==> config.mk <==
export PLATFORM = sky130hd
export DESIGN_NAME = step_sequencer
export DESIGN_NICKNAME = d
export VERILOG_FILES = /design/src/rtl/step_sequencer.sv
export SDC_FILE = /design/constraint.sdc
export NUM_CORES = 1
export LEC_CHECK = 0
export BUFFER_PORTS_ARGS = -buffer_cell sky130_fd_sc_hd__clkbuf_2
export CAP_MARGIN = 20
export CORE_MARGIN = 10
export CORE_UTILIZATION = 50
export DETAILED_ROUTE_END_ITERATION = 8
export PLACE_DENSITY = 0.8
export SLEW_MARGIN = 40
export SYNTH_ARGS = -nofsm -noshare
export SYNTH_HDL_FRONTEND = slang
export SYNTH_SLANG_ARGS = --single-unit
==> constraint.sdc <==
create_clock -name clk -period 2.24 [get_ports clk]
set_input_delay 0.112 -clock clk [delete_from_list [all_inputs] [get_ports clk]]
set_output_delay 0.112 -clock clk [all_outputs]
set_load 0.1 [all_outputs]
==> src/rtl/step_sequencer.sv <==
// One-hot instruction step sequencer with a CLEAR/RUN/HALT control FSM.
// Counts retired instructions and flags forced step wraps.
module step_sequencer #(
   parameter int NUM_STEPS    = 8,
   parameter int CLEAR_CYCLES = 2,
   parameter int CNT_W        = 16
) (
   input  logic                         clk,
   input  logic                         reset,
   input  logic                         stop,
   input  logic                         resume,
   input  logic                         end_instr,
   input  logic                         mem_wait,
   output logic [NUM_STEPS-1:0]         T,
   output logic [$clog2(NUM_STEPS)-1:0] step_idx,
   output logic                         run,
   output logic                         clear,
   output logic                         instr_done,
   output logic [CNT_W-1:0]             instr_count,
   output logic                         step_ovf
);

   localparam int IW = $clog2(NUM_STEPS);
   localparam logic [IW-1:0] LAST_IDX  = IW'(NUM_STEPS - 1);
   localparam logic [3:0]    CLR_RELOAD = 4'(CLEAR_CYCLES - 1);

   typedef enum logic [1:0] {S_CLEAR, S_RUN, S_HALT} state_t;

   state_t               state, state_n;
   logic [3:0]           clr_cnt, clr_cnt_n;
   logic [NUM_STEPS-1:0] t_q, t_n;
   logic [IW-1:0]        idx_q, idx_n;
   logic                 done_q, done_n;
   logic [CNT_W-1:0]     count_q, count_n;
   logic                 ovf_q, ovf_n;
   logic                 pend_q, pend_n;

   always_ff @(posedge clk or negedge reset) begin
      if (!reset) begin
         state   <= S_CLEAR;
         clr_cnt <= CLR_RELOAD;
         t_q     <= '0;
         idx_q   <= '0;
         done_q  <= 1'b0;
         count_q <= '0;
         ovf_q   <= 1'b0;
         pend_q  <= 1'b0;
      end else begin
         state   <= state_n;
         clr_cnt <= clr_cnt_n;
         t_q     <= t_n;
         idx_q   <= idx_n;
         done_q  <= done_n;
         count_q <= count_n;
         ovf_q   <= ovf_n;
         pend_q  <= pend_n;
      end
   end

   always_comb begin
      state_n   = state;
      clr_cnt_n = clr_cnt;
      t_n       = t_q;
      idx_n     = idx_q;
      done_n    = 1'b0;
      count_n   = count_q;
      ovf_n     = ovf_q;
      pend_n    = pend_q;
      case (state)
         S_CLEAR: begin
            if (clr_cnt == 4'd0) begin
               state_n = S_RUN;
               t_n     = NUM_STEPS'(1);
               idx_n   = '0;
            end else begin
               clr_cnt_n = clr_cnt - 4'd1;
            end
         end
         S_RUN: begin
            if (mem_wait) begin
               pend_n = pend_q | stop;
            end else if (end_instr) begin
               done_n  = 1'b1;
               count_n = count_q + CNT_W'(1);
               t_n     = NUM_STEPS'(1);
               idx_n   = '0;
               // A stop seen during this instruction (or right now) halts after it retires.
               if (pend_q || stop) begin
                  state_n = S_HALT;
                  t_n     = '0;
                  pend_n  = 1'b0;
               end
            end else if (idx_q == LAST_IDX) begin
               t_n    = NUM_STEPS'(1);
               idx_n  = '0;
               ovf_n  = 1'b1;
               pend_n = pend_q | stop;
            end else begin
               t_n    = t_q << 1;
               idx_n  = idx_q + IW'(1);
               pend_n = pend_q | stop;
            end
         end
         S_HALT: begin
            if (resume && !stop) begin
               state_n = S_RUN;
               t_n     = NUM_STEPS'(1);
               idx_n   = '0;
            end
         end
         default: state_n = S_CLEAR;
      endcase
   end

   assign T           = t_q;
   assign step_idx    = idx_q;
   assign run         = (state == S_RUN);
   assign clear       = (state == S_CLEAR);
   assign instr_done  = done_q;
   assign instr_count = count_q;
   assign step_ovf    = ovf_q;

endmodule

==> out/metrics.csv <==
metric;value;unit
synth_top_cell_area_share;52.6;%
dr.pass1.iters;4;
ys.warnings.count;0;
drt_iter0_drc;88;
grt_remaining_overflow;0;
coreArea;0.00313;mm^2
die_area;0.00604;mm^2
dpl_cell_area;0.00188;mm^2
finalSetupViolations;0;
antenna_found_initial;0;
criticalPathCategory;register to register;
yosys.area.top_type;dfrtp_1;
drcViolationCount;0;
slew_viol_final;0;
critPathCaptureType;register;
reg2reg_from;clr_cnt[0];
vias;1259;
synthDistinctLibCells;33;
ys_seq_area_share;54.2;%
ir_worst_vdd;0.000469;V
maxSlewHeadroom;62.4;%
drv_cap;0;
cts.sinks;36;
power;2360;uW
min_to;state[1];
synthToLayoutAreaGrowth;18.3;%
dp_hpwl;2500;um
cts_root_buffer;clkbuf_4;
async_reset_ff_share;100;%
netlist_instances;158;
synth_nets;169;
hold_viol_final;0;
setup-tns-final;0;ps
leakagePower;0.00101;uW
max_freq;0.515;GHz
via_per_inst;5.16;
yosys_most_used_dff;dfrtp_1;
p_sw_share;51.3;%
power_density;1200;mW/mm^2
grt_pass1_wl;6040;um
rr_worst_depth;7;
ios;37;
critPathLaunchType;register;
pwr-share-clk;19.7;%
p_int;1150;uW
die_h;77.7;um
grt_use_total;12.2;%
cts_tree;built;
required;2510;ps
routed_wl;3540;um
io_buffers;36;
holdPathStages;4;
final_cell_mix;dfrtp_1 (35), clkbuf_2 (35), nand2_1 (33), o21ai_0 (12), xor2_1 (9);
p_seq_share;36.6;%
nets;210;
p_comb_share;43.7;%
r2r_slack;300;ps
min_from;resume;
synth_edf_count;0;
cts_buffers;5;
rsz0062_at_grt;no;
path_max_fanout;15;
clk_latency;350;ps
synthTopCellsByArea;dfrtp_1 (53%), nand2_1 (7.4%), xor2_1 (4.7%);
final.period_utilization;86.7;%
layout-drive-gt1-share;27.5;%
post-route-cell-area;0.00197;mm^2
grt_pass1_vias;1298;
grt_max_degree;37;
rows;20;
crit_arrival;2210;ps
clk_pin_slew;120;ps
htreeDepth;2;
p_switching;1210;uW
synth_seq_cells;36;
die_x;77.7;um
drtAntennaViolNets;0;
period_needed;1940;ps
syn_avg_cell_area;10.5;um^2
diodes;0;
clk_path_buf_depth;2;
postCtsSetupBuffers;0;
status;finished clean;
r2r_end;T[3];
wl_per_cell;14.5;um
hold_path_class;input port to register;
worst_slew_pin_slew;559;ps
initial_utilization;53.2;%
place_congestion;0.795;
postCtsResizedCells;0;
finClkSkew;5.03;ps
synth_area;0.00167;mm^2
what timing repair did:
item / CTS / global route
hold buffers: 1 / 0
setup endpoints to repair: 0 / 0
hold endpoints to repair: 35 / 0
metrics by stage:
| step | util [%] | hold WS [ps] | setup WS, ps | cells |
|---|---|---|---|---|
| after CTS | 63.0 | 65.1 | 288 | 244 |
| final | 63.0 | 66.2 | 297 | 244 |
| after detailed placement | 60.2 | 130 | 366 | 235 |
| after floorplan | - | -184 | 0.756 | 158 |
| after global routing | 63.0 | 94.3 | 122 | 244 |
| after global placement | 60.2 | 253 | 428 | 235 |
kinds of logic (layout without fill, tap and decap cells):
logic type      after synthesis  count (layout)  share of synthesized area (%)
compound gates               24              24                           8.19
xor+xnor                     17              17                           8.94
fa+ha+maj                     5               5                           3.76
buf+inv                      10              52                           3.61
flops                        36              36                           54.2
mux                           1               1                          0.676
simple gates                 65              65                           20.7
state kept, by name (all words and copies together), names as in the netlist:
register,count
T,8
clr_cnt,4
instr_count,16
instr_done,1
pend_q,1
state,2
step_idx,3
step_ovf,1
worst max path at each step:
stage,slack [ps],from,depth (start not counted),endpoint
3_5_place_dp,370,clr_cnt[0],6,T[6]
3_3_place_gp,430,clr_cnt[0],6,T[2]
5_1_grt,120,clr_cnt[0],7,T[1]
4_1_cts,290,clr_cnt[0],7,T[3]
2_1_floorplan,0.8,state[1],5,clr_cnt[2]
6_report,300,clr_cnt[0],7,T[3]
worst max-delay path: stages (launching register included):
cell     delay [ps]
dfstp_2         550
inv_1            70
ha_1            210
nor3b_1         160
o32ai_2         450
buf_4           280
nand2_1          70
o21ai_0          80
routing by layer:
metal | global-route usage (%) | vias to the layer above | wire length [um]
met5 | 0 | - | 0
met1 | 13.1 | 606 | 1470
met2 | 20.5 | 26 | 1790
met3 | 4.95 | 7 | 221
li1 | - | 620 | -
met4 | 5.84 | 0 | 61
power by group through the flow:
stage | Combinational, uW | Sequential, uW | Clock [uW]
3_3_place_gp | 1020 | 864 | 0
6_report | 1030 | 863 | 464
5_1_grt | 1080 | 879 | 498
3_5_place_dp | 1030 | 871 | 0
4_1_cts | 1040 | 861 | 466
2_1_floorplan | 319 | 1400 | 0
cell type report:
cell class / instances / area [um^2]
tap: 44 / 55.1
clock buffer: 6 / 41.3
timing repair buffer: 39 / 208
sequential: 36 / 902
multi-input combinational: 112 / 711
fill: 261 / 1160
clock inverter: 2 / 35.0
inverter: 5 / 18.8
cells in the mapped netlist, drive strengths merged, types with 2 or more instances:
cell type	n
nand2	33
o21ai	13
a21o	2
nand4	4
inv	5
nor3b	2
a21oi	6
dfrtp	35
ha	5
nor4	3
xor2	9
nor3	6
xnor2	8
buf	3
and3	3
nor2	8
clkbuf	2
No activity file was read; power rests on OpenSTA's default activity.
